**config.mk**
```make
export PLATFORM = sky130hd
export DESIGN_NAME = fsm_sym_decoder_flat
export DESIGN_NICKNAME = d
export VERILOG_FILES = /design/src/rtl/fsm_sym_decoder_pkg.sv /design/src/rtl/fsm_sym_decoder_if.sv /design/src/rtl/fsm_sym_decoder_deser.sv /design/src/rtl/fsm_sym_decoder.sv /design/src/flat_wrapper.sv
export SDC_FILE = /design/constraint.sdc
export NUM_CORES = 1
export LEC_CHECK = 0
export ABC_AREA = 1
export BUFFER_PORTS_ARGS = -buffer_cell sky130_fd_sc_hd__buf_2
export CAP_MARGIN = 20
export CORE_MARGIN = 3
export CORE_UTILIZATION = 49
export CTS_CLUSTER_SIZE = 10
export DETAILED_ROUTE_END_ITERATION = 6
export PLACE_DENSITY = 0.74
export SETUP_SLACK_MARGIN = 0.15
export SYNTH_ARGS = -nofsm -noshare
export SYNTH_HDL_FRONTEND = slang
export SYNTH_HIERARCHICAL = 1
export SYNTH_SLANG_ARGS = --single-unit
```
**constraint.sdc**
```tcl
create_clock -name clk -period 1.9 [get_ports clk]
set_input_delay 0.095 -clock clk [delete_from_list [all_inputs] [get_ports clk]]
set_output_delay 0.095 -clock clk [all_outputs]
set_load 0.01 [all_outputs]
```
**src/rtl/fsm_sym_decoder_pkg.sv**
```systemverilog
// Shared definitions for the 4-state serial symbol codec: state encoding and
// the receive-side decode table (state, symbol) -> {legal, bit, next state}.
package fsm_sym_decoder_pkg;

   typedef enum logic [1:0] {
      S0 = 2'd0,
      S1 = 2'd1,
      S2 = 2'd2,
      S3 = 2'd3
   } state_e;

   typedef struct packed {
      logic   legal;
      logic   dbit;
      state_e next;
   } dec_t;

   // Every state has exactly one symbol meaning '1' and one meaning '0';
   // anything else is illegal and leaves the result at its cleared default.
   function automatic dec_t decode(input state_e st, input logic [1:0] sym);
      dec_t       d;
      logic [1:0] one_sym;
      logic [1:0] zero_sym;
      state_e     one_next;
      state_e     zero_next;
      d.legal   = 1'b0;
      d.dbit    = 1'b0;
      d.next    = S0;
      one_sym   = 2'd1;
      zero_sym  = 2'd0;
      one_next  = S1;
      zero_next = S0;
      case (st)
         S0: begin one_sym = 2'd1; one_next = S1; zero_sym = 2'd0; zero_next = S0; end
         S1: begin one_sym = 2'd2; one_next = S3; zero_sym = 2'd0; zero_next = S2; end
         S2: begin one_sym = 2'd0; one_next = S3; zero_sym = 2'd1; zero_next = S2; end
         S3: begin one_sym = 2'd0; one_next = S0; zero_sym = 2'd1; zero_next = S1; end
         default: begin one_sym = 2'd1; one_next = S1; zero_sym = 2'd0; zero_next = S0; end
      endcase
      if (sym == one_sym) begin
         d.legal = 1'b1;
         d.dbit  = 1'b1;
         d.next  = one_next;
      end else if (sym == zero_sym) begin
         d.legal = 1'b1;
         d.dbit  = 1'b0;
         d.next  = zero_next;
      end
      return d;
   endfunction

endpackage

```
**src/rtl/fsm_sym_decoder_if.sv**
```systemverilog
// Symbol-in / word-out bundle of the symbol decoder. The master side feeds
// symbols and resync requests; the slave side (decoder) returns bits, words, errors.
interface fsm_sym_decoder_if #(
   parameter int WORD_W    = 8,
   parameter int ERR_CNT_W = 8
);
   logic [1:0]           sym_in;
   logic                 sym_valid;
   logic                 sync_clr;
   logic                 bit_out;
   logic                 bit_valid;
   logic [WORD_W-1:0]    word_out;
   logic                 word_valid;
   logic                 err;
   logic [ERR_CNT_W-1:0] err_cnt;

   modport master (
      output sym_in, sym_valid, sync_clr,
      input  bit_out, bit_valid, word_out, word_valid, err, err_cnt
   );

   modport slave (
      input  sym_in, sym_valid, sync_clr,
      output bit_out, bit_valid, word_out, word_valid, err, err_cnt
   );
endinterface

```
**src/rtl/fsm_sym_decoder_deser.sv**
```systemverilog
// Bit-to-word deserialiser: first bit shifted in ends up in the word MSB;
// clr drops any partial word without touching the last completed word.
module fsm_sym_deser #(
   parameter int WORD_W = 8
) (
   input  logic              clk,
   input  logic              rst,
   input  logic              shift_en_i,
   input  logic              bit_i,
   input  logic              clr_i,
   output logic [WORD_W-1:0] word_o,
   output logic              word_valid_o
);
   localparam int IDX_W = (WORD_W > 1) ? $clog2(WORD_W) : 1;
   localparam logic [IDX_W-1:0] LAST_IDX = IDX_W'(WORD_W - 1);

   logic [WORD_W-2:0] shreg_q;
   logic [WORD_W-1:0] shift_d;
   logic [IDX_W-1:0]  bit_idx_q;
   logic [WORD_W-1:0] word_q;
   logic              word_valid_q;

   assign shift_d = {shreg_q, bit_i};

   // The shift register is not cleared on clr: bit_idx restarting at 0
   // guarantees every stale bit is shifted out before the next word completes.
   always_ff @(posedge clk) begin
      if (rst) begin
         shreg_q      <= '0;
         bit_idx_q    <= '0;
         word_q       <= '0;
         word_valid_q <= 1'b0;
      end else begin
         word_valid_q <= 1'b0;
         if (clr_i) begin
            bit_idx_q <= '0;
         end else if (shift_en_i) begin
            shreg_q <= shift_d[WORD_W-2:0];
            if (bit_idx_q == LAST_IDX) begin
               word_q       <= shift_d;
               word_valid_q <= 1'b1;
               bit_idx_q    <= '0;
            end else begin
               bit_idx_q <= bit_idx_q + 1'b1;
            end
         end
      end
   end

   assign word_o       = word_q;
   assign word_valid_o = word_valid_q;
endmodule

```
**src/rtl/fsm_sym_decoder.sv**
```systemverilog
// Receive-side symbol decoder: tracks the encoder's 4-state Mealy FSM, recovers
// one bit per legal symbol, flags/counts illegal symbols and resyncs to S0.
module fsm_sym_decoder
   import fsm_sym_decoder_pkg::*;
#(
   parameter int WORD_W    = 8,
   parameter int ERR_CNT_W = 8
) (
   input logic               clk,
   input logic               rst,
   fsm_sym_decoder_if.slave  bus
);
   state_e               state_q;
   logic                 bit_out_q;
   logic                 bit_valid_q;
   logic                 err_q;
   logic [ERR_CNT_W-1:0] err_cnt_q;

   dec_t                 dec_d;
   logic                 accept;
   logic                 shift_en;
   logic                 deser_clr;
   logic [WORD_W-1:0]    word;
   logic                 word_valid;

   assign dec_d     = decode(state_q, bus.sym_in);
   // sync_clr swallows any symbol presented in the same cycle.
   assign accept    = bus.sym_valid & ~bus.sync_clr;
   assign shift_en  = accept & dec_d.legal;
   assign deser_clr = bus.sync_clr | (accept & ~dec_d.legal);

   always_ff @(posedge clk) begin
      if (rst) begin
         state_q     <= S0;
         bit_out_q   <= 1'b0;
         bit_valid_q <= 1'b0;
         err_q       <= 1'b0;
         err_cnt_q   <= '0;
      end else begin
         bit_valid_q <= 1'b0;
         err_q       <= 1'b0;
         if (bus.sync_clr) begin
            state_q <= S0;
         end else if (bus.sym_valid) begin
            if (dec_d.legal) begin
               state_q     <= dec_d.next;
               bit_out_q   <= dec_d.dbit;
               bit_valid_q <= 1'b1;
            end else begin
               state_q <= S0;
               err_q   <= 1'b1;
               if (err_cnt_q != '1) begin
                  err_cnt_q <= err_cnt_q + 1'b1;
               end
            end
         end
      end
   end

   fsm_sym_deser #(
      .WORD_W (WORD_W)
   ) u_deser (
      .clk          (clk),
      .rst          (rst),
      .shift_en_i   (shift_en),
      .bit_i        (dec_d.dbit),
      .clr_i        (deser_clr),
      .word_o       (word),
      .word_valid_o (word_valid)
   );

   assign bus.bit_out    = bit_out_q;
   assign bus.bit_valid  = bit_valid_q;
   assign bus.word_out   = word;
   assign bus.word_valid = word_valid;
   assign bus.err        = err_q;
   assign bus.err_cnt    = err_cnt_q;
endmodule

```
**src/flat_wrapper.sv**
```systemverilog
// flat-port wrapper written by rule: the top's interface ports become plain ports
module fsm_sym_decoder_flat import fsm_sym_decoder_pkg::*;
#(
   parameter int WORD_W    = 8,
   parameter int ERR_CNT_W = 8
)
  (clk, rst, bus_sym_in, bus_sym_valid, bus_sync_clr, bus_bit_out, bus_bit_valid, bus_word_out, bus_word_valid, bus_err, bus_err_cnt);
  fsm_sym_decoder_if #(.WORD_W(WORD_W), .ERR_CNT_W(ERR_CNT_W)) bus_i ();
  input logic clk;
  input logic rst;
  input wire logic [$bits(bus_i.sym_in)-1:0] bus_sym_in;
  input wire logic [$bits(bus_i.sym_valid)-1:0] bus_sym_valid;
  input wire logic [$bits(bus_i.sync_clr)-1:0] bus_sync_clr;
  output wire logic [$bits(bus_i.bit_out)-1:0] bus_bit_out;
  output wire logic [$bits(bus_i.bit_valid)-1:0] bus_bit_valid;
  output wire logic [$bits(bus_i.word_out)-1:0] bus_word_out;
  output wire logic [$bits(bus_i.word_valid)-1:0] bus_word_valid;
  output wire logic [$bits(bus_i.err)-1:0] bus_err;
  output wire logic [$bits(bus_i.err_cnt)-1:0] bus_err_cnt;
  assign bus_i.sym_in = bus_sym_in;
  assign bus_i.sym_valid = bus_sym_valid;
  assign bus_i.sync_clr = bus_sync_clr;
  assign bus_bit_out = bus_i.bit_out;
  assign bus_bit_valid = bus_i.bit_valid;
  assign bus_word_out = bus_i.word_out;
  assign bus_word_valid = bus_i.word_valid;
  assign bus_err = bus_i.err;
  assign bus_err_cnt = bus_i.err_cnt;
  fsm_sym_decoder #(.WORD_W(WORD_W), .ERR_CNT_W(ERR_CNT_W)) u_core (.clk(clk), .rst(rst), .bus(bus_i));
endmodule
```
Yosys cells after proc, flatten, opt, wreduce, memory -nomap -nowiden
Index checks and enable logic that the tools add are counted.
Word-level totals
  flip-flop bits (word level): 32
  latch bits: 0
  bits in writable memories: 0
  memory bits (read-only): 0
  bits of input ports: 6
  output and inout port bits: 20
  word-level logic and storage cells: 50
  memories kept: 0
Cells by class
  add/subtract/negate cells: 2
  $mul: 0
  div/mod/pow operators: 0
  magnitude comparators: 0
  equal/unequal tests: 7
  shift operators: 0
  mux-type cells: 11
  bitwise logic cells: 9
  reduce and logical (&&, ||, !) cells: 12
Operators with widths (number)
  one-hot mux 2 bit (3 select lines): 3
  OR reduction 2 bit: 5
  adder 8 x 1 -> 8 bit (second input constant): 1
  2-to-1 mux 4 bit: 2
  inequality test 8 bit (second input constant): 1
  AND reduction 3 bit: 2
  OR reduction 3 bit: 2
  NOT 1 bit: 5
  == test 2 bit: 2
  == test 2 bit (second input constant): 2
  one-hot mux 2 bit (2 select lines): 1
  AND reduction 4 bit: 1
  adder 3 x 1 -> 3 bit (second input constant): 1
  bitwise AND 1 bit: 3
  == test 3 bit (second input constant): 1
  2-to-1 mux 1 bit: 3
  2-to-1 mux 3 bit: 1
  == test 2 x 1 -> 1 bit (second input constant): 1
  logical NOT 2 bit: 1
  2-to-1 mux 2 bit: 1
  AND reduction 2 bit: 1
  OR 1 bit: 1

Depth between registers and ports, before layout
  depth in word-level cells: 11
  depth in mapped cells: 14
  gate-level depth less buffers: 13

Modules after synthesis
Netlist, hierarchy kept.
Modules (own cells, without submodules)
  fsm_sym_decoder: instances 1, cells each 114, area an instance 805.8 sq um, seq. area each 260.2 sq um
  fsm_sym_deser: instances 1, cells each 95, area an instance 713.2 sq um, seq. area each 380.4 sq um

Worst setup path after synthesis
Ideal clock, no wire load.
  kind: reg2reg
  start: register u_core.state_q[0]
  end: register u_core.u_deser.word_q[1], in the netlist u_core/u_deser/word_o[1]
  library setup time: 0.113 ns
  data arrival time: 1.629 ns
  required time: 1.787 ns
  slack: 0.158 ns
  cell stages (with the launch flop): 12
  path buffers: 1
  clock period less this slack: 1.742 ns
  cell sequence: dfxtp_1 inv_1 ha_1 o21ai_2 nand3_2 nand2_1 nand2_1 inv_1 nand3_2 buf_2 nor2_1 nor2_1
On the way
  elaborated cells between the ends (all ways): 18
  classes of those cells: 5 x eq/ne; 4 x mux; 5 x bitwise; 4 x reduce/logical
RTL lines
  from (decl): RTL line fsm_sym_decoder.sv:13  | state_e state_q;
  from (signal assigned): RTL line fsm_sym_decoder.sv:46  | state_q <= dec_d.next;
  == test 2 bit (tied with other cells): RTL line fsm_sym_decoder_pkg.sv:33  | case (st)
  OR reduction 2 bit (no line)
  one-hot mux 2 bit (2 select lines): RTL line fsm_sym_decoder_pkg.sv:33
  == test 2 bit: RTL line fsm_sym_decoder_pkg.sv:44  | end else if (sym == zero_sym) begin
  2-to-1 mux 4 bit: RTL line fsm_sym_decoder_pkg.sv:44
  2-to-1 mux 4 bit *: RTL line fsm_sym_decoder_pkg.sv:40  | if (sym == one_sym) begin
  bitwise AND 1 bit *: RTL line fsm_sym_decoder.sv:29  | assign shift_en = accept & dec_d.legal;
  via u_core.shift_en: RTL line fsm_sym_decoder.sv:21  | logic shift_en;
  AND reduction 3 bit (no line) *
  to (signal assigned): RTL line fsm_sym_decoder_deser.sv:40  | word_q <= shift_d;
  to (decl): RTL line fsm_sym_decoder_deser.sv:20  | logic [WORD_W-1:0] word_q;
Mark *: on every way through the listed nets, which the timed path passes. The rest lies on a longest branch. The select of a mux whose other input is x is not followed.
A chain may end at the register's enable or synchronous reset.

Final worst setup path
  start: register u_core.state_q[0]
  end: register u_core.u_deser.word_q[3], in the netlist u_core/u_deser/word_o[3]
The elaborated chain is that of the path after synthesis.

==> run metrics <==
fraction of layout cells with a size suffix above 1=27.8%; HP Class=in2reg; Post-Synthesis Cells=209; unrepaired setup endpoints after global routing=false; die area=3800 sq um; vias in the first global route=1116; drt wl/cell=11.5 um; Hold Fails Final Rpt=0; Final Cycle Share=88.6%; Hold Buf Count CTS=0; Seq/Total Area, Yosys=42.2%; Slew @ Worst Pin=0.428 ns; GP Congestion=0.774; CP required=2.17 ns; Vias/cell=4.98; FF+latch count, synth=32; VDD IR-drop max=0.000553 V; DP Wirelength=2.17 mm; worst hold slack=0.0728 ns; GR Overflow Total=0; commonest cells after routing, fill and taps aside=nand2_1, nor2_1, dfxtp_1, buf_2, inv_1; Setup TNS Final=0 ns; core box area=2850 sq um; clk slew on worst S/H paths=0.10 ns; clk sinks=32; total wire length=3.20 mm; Starting Density=53.2%; Max Slew Vio Count=0; most common cell after layout, fill and taps aside=nand2_1; Lkg Pwr=0.918 nW; initial drt markers=84; Die X=61.7 um; CP Launch Type=register; run status=finished clean; Cell Pwr Density=702 nW/um^2; max_slew headroom=71.5%; Setup Skew=0.00958 ns; H-tree depth=2; Synth Area per Inst=7.27 sq um; Max-Cap Viols=0; CP Capture Type=register; Clock Path Buffers=2; Antenna Nets Post-Route=0; most area-hungry cell type in the Yosys netlist=dfxtp_1; Top-Level Pins=26; area fraction of the dominant cell type after synthesis=42.2%; NetSw=0.000309 W; Root Driver=clkbuf_4; Setup Viol. Count Final=0; Cell Area, Synth=1520 sq um; total power=0.00130 W; drc violations=0; CTS tree=yes; GR Util All Layers=16.8%; wire length of the first global-routing pass=4.74 mm; Core Rows=19; Port-buffer cells=25; Critical Path AT=1.96 ns; Pint=0.000993 W; die extent in y=61.7 um; Synth warnings=6; achievable frequency=594 MHz; initial antenna violation count=0; clk_lat worst skew=0.33 ns; Worst Setup Path Type=reg2reg; ant diodes=0; largest net degree at the start of global routing=17; Clock Power Share=39.0%; combinational cell fraction of total power=8.3%; DR pass1 iterations=5; via count=1390; sequential share of power=52.7%; TritonCTS Buffers=5; Unique masters post-synth=22; Max FO, Critical Path=5; Mapped Nets=223; synth top area cells=dfxtp_1, nand2_1, nor2_1; NumNets Final=261; area grow syn2layout=22.1%; crit path time final=1.68 ns; Net Sw Frac=23.7%
synthesized netlist by cell type (all sizes together):
cell	instances
a21oi	12
a31oi	1
buf	2
clkbuf	1
dfxtp	32
ha	8
inv	26
nand2	62
nand3	12
nand4	1
nor2	36
o21ai	10
or2	1
xor2	5
sequential cells by signal, summed over array words and instances (netlist names):
signal / cells
u_core/u_deser/shreg_q: 7
u_core/bus.err: 1
u_core/state_q: 2
u_core/bus.bit_out: 1
u_core/bus.err_cnt: 8
u_core/u_deser/bit_idx_q: 3
u_core/u_deser/word_o: 8
u_core/bus.bit_valid: 1
u_core/u_deser/word_valid_o: 1
stage by stage:
step	utilization, %	instance area (sq um)	instances	worst slack [ns]
after floorplan	-	1520	209	0.158
after global routing	65.0	1850	279	0.125
after CTS	62.5	1780	274	0.161
final	65.0	1850	279	0.217
after detailed placement	59.3	1690	265	-0.0124
after global placement	59.3	1690	265	0.0701
repair_timing:
| action | 4_1_cts | 5_1_grt |
|---|---|---|
| cloned | 0 | 1 |
| buffers inserted | 1 | 4 |
| pin swaps | 2 | 5 |
| resized for setup | 7 | 13 |
| endpoints found under the setup margin | 19 | 19 |
worst max-delay path: stages, from the launching register on:
cell,delay (ns)
dfxtp_4,0.38
inv_2,0.04
ha_2,0.18
o21ai_2,0.16
nand3_2,0.14
nand2_2,0.10
nand2_2,0.06
inv_2,0.10
nand3_4,0.10
buf_6,0.15
nand2_1,0.05
nand2_1,0.05
nor2_1,0.12
final cells by class:
cell class                      instances  area (sq um)
Fill cell                             263           998
Multi-Input combinational cell        148           797
Sequential cell                        32           648
Timing Repair Buffer                   34           196
Inverter                               26          97.6
Clock buffer                            6          41.3
Tap cell                               31          38.8
Clock inverter                          2          35.0
worst paths after layout:
| check | from | to | slack [ns] | cells after the start |
|---|---|---|---|---|
| setup / recovery | u_core/state_q[0]$_SDFFE_PP0P_ | u_core/u_deser/word_o[3]$_SDFFE_PP0P_ | 0.22 | 12 |
| hold / removal | bus_sym_valid | u_core/state_q[1]$_SDFFE_PP0P_ | 0.07 | 4 |
| setup reg to reg | u_core/state_q[0]$_SDFFE_PP0P_ | u_core/u_deser/word_o[3]$_SDFFE_PP0P_ | 0.22 | 12 |
| hold reg to reg | u_core/u_deser/shreg_q[5]$_SDFFE_PP0P_ | u_core/u_deser/word_o[6]$_SDFFE_PP0P_ | 0.46 | 2 |
metal layers:
layer  up-vias  global-route usage, %  wire length [um]
met5         -                      0                 0
met4         0                   5.45                 5
met3         2                   5.66               254
met2        51                   25.1              1380
met1       614                   22.7              1550
li1        723                      -                 -
kinds of logic after synthesis:
group                    count (synthesis)  share of synthesized area (%)
adder cells (fa/ha/maj)                  8                           6.59
XOR/XNOR                                 5                           2.88
buffers and inverters                   29                           7.33
AND/OR/NAND/NOR                        112                           33.1
AO/OA/AOI/OAI                           23                           7.91
flip-flops                              32                           42.2
power by group through the flow:
stage               combinational [W]  sequential, W  clock (W)
floorplan                   0.0000631       0.000704          0
global placement            0.0000922       0.000703          0
detailed placement          0.0000931       0.000704          0
CTS                         0.0000954       0.000687   0.000515
global route                 0.000120       0.000688   0.000536
finish                       0.000108       0.000686   0.000508
Power figures use the tool's default switching activity.
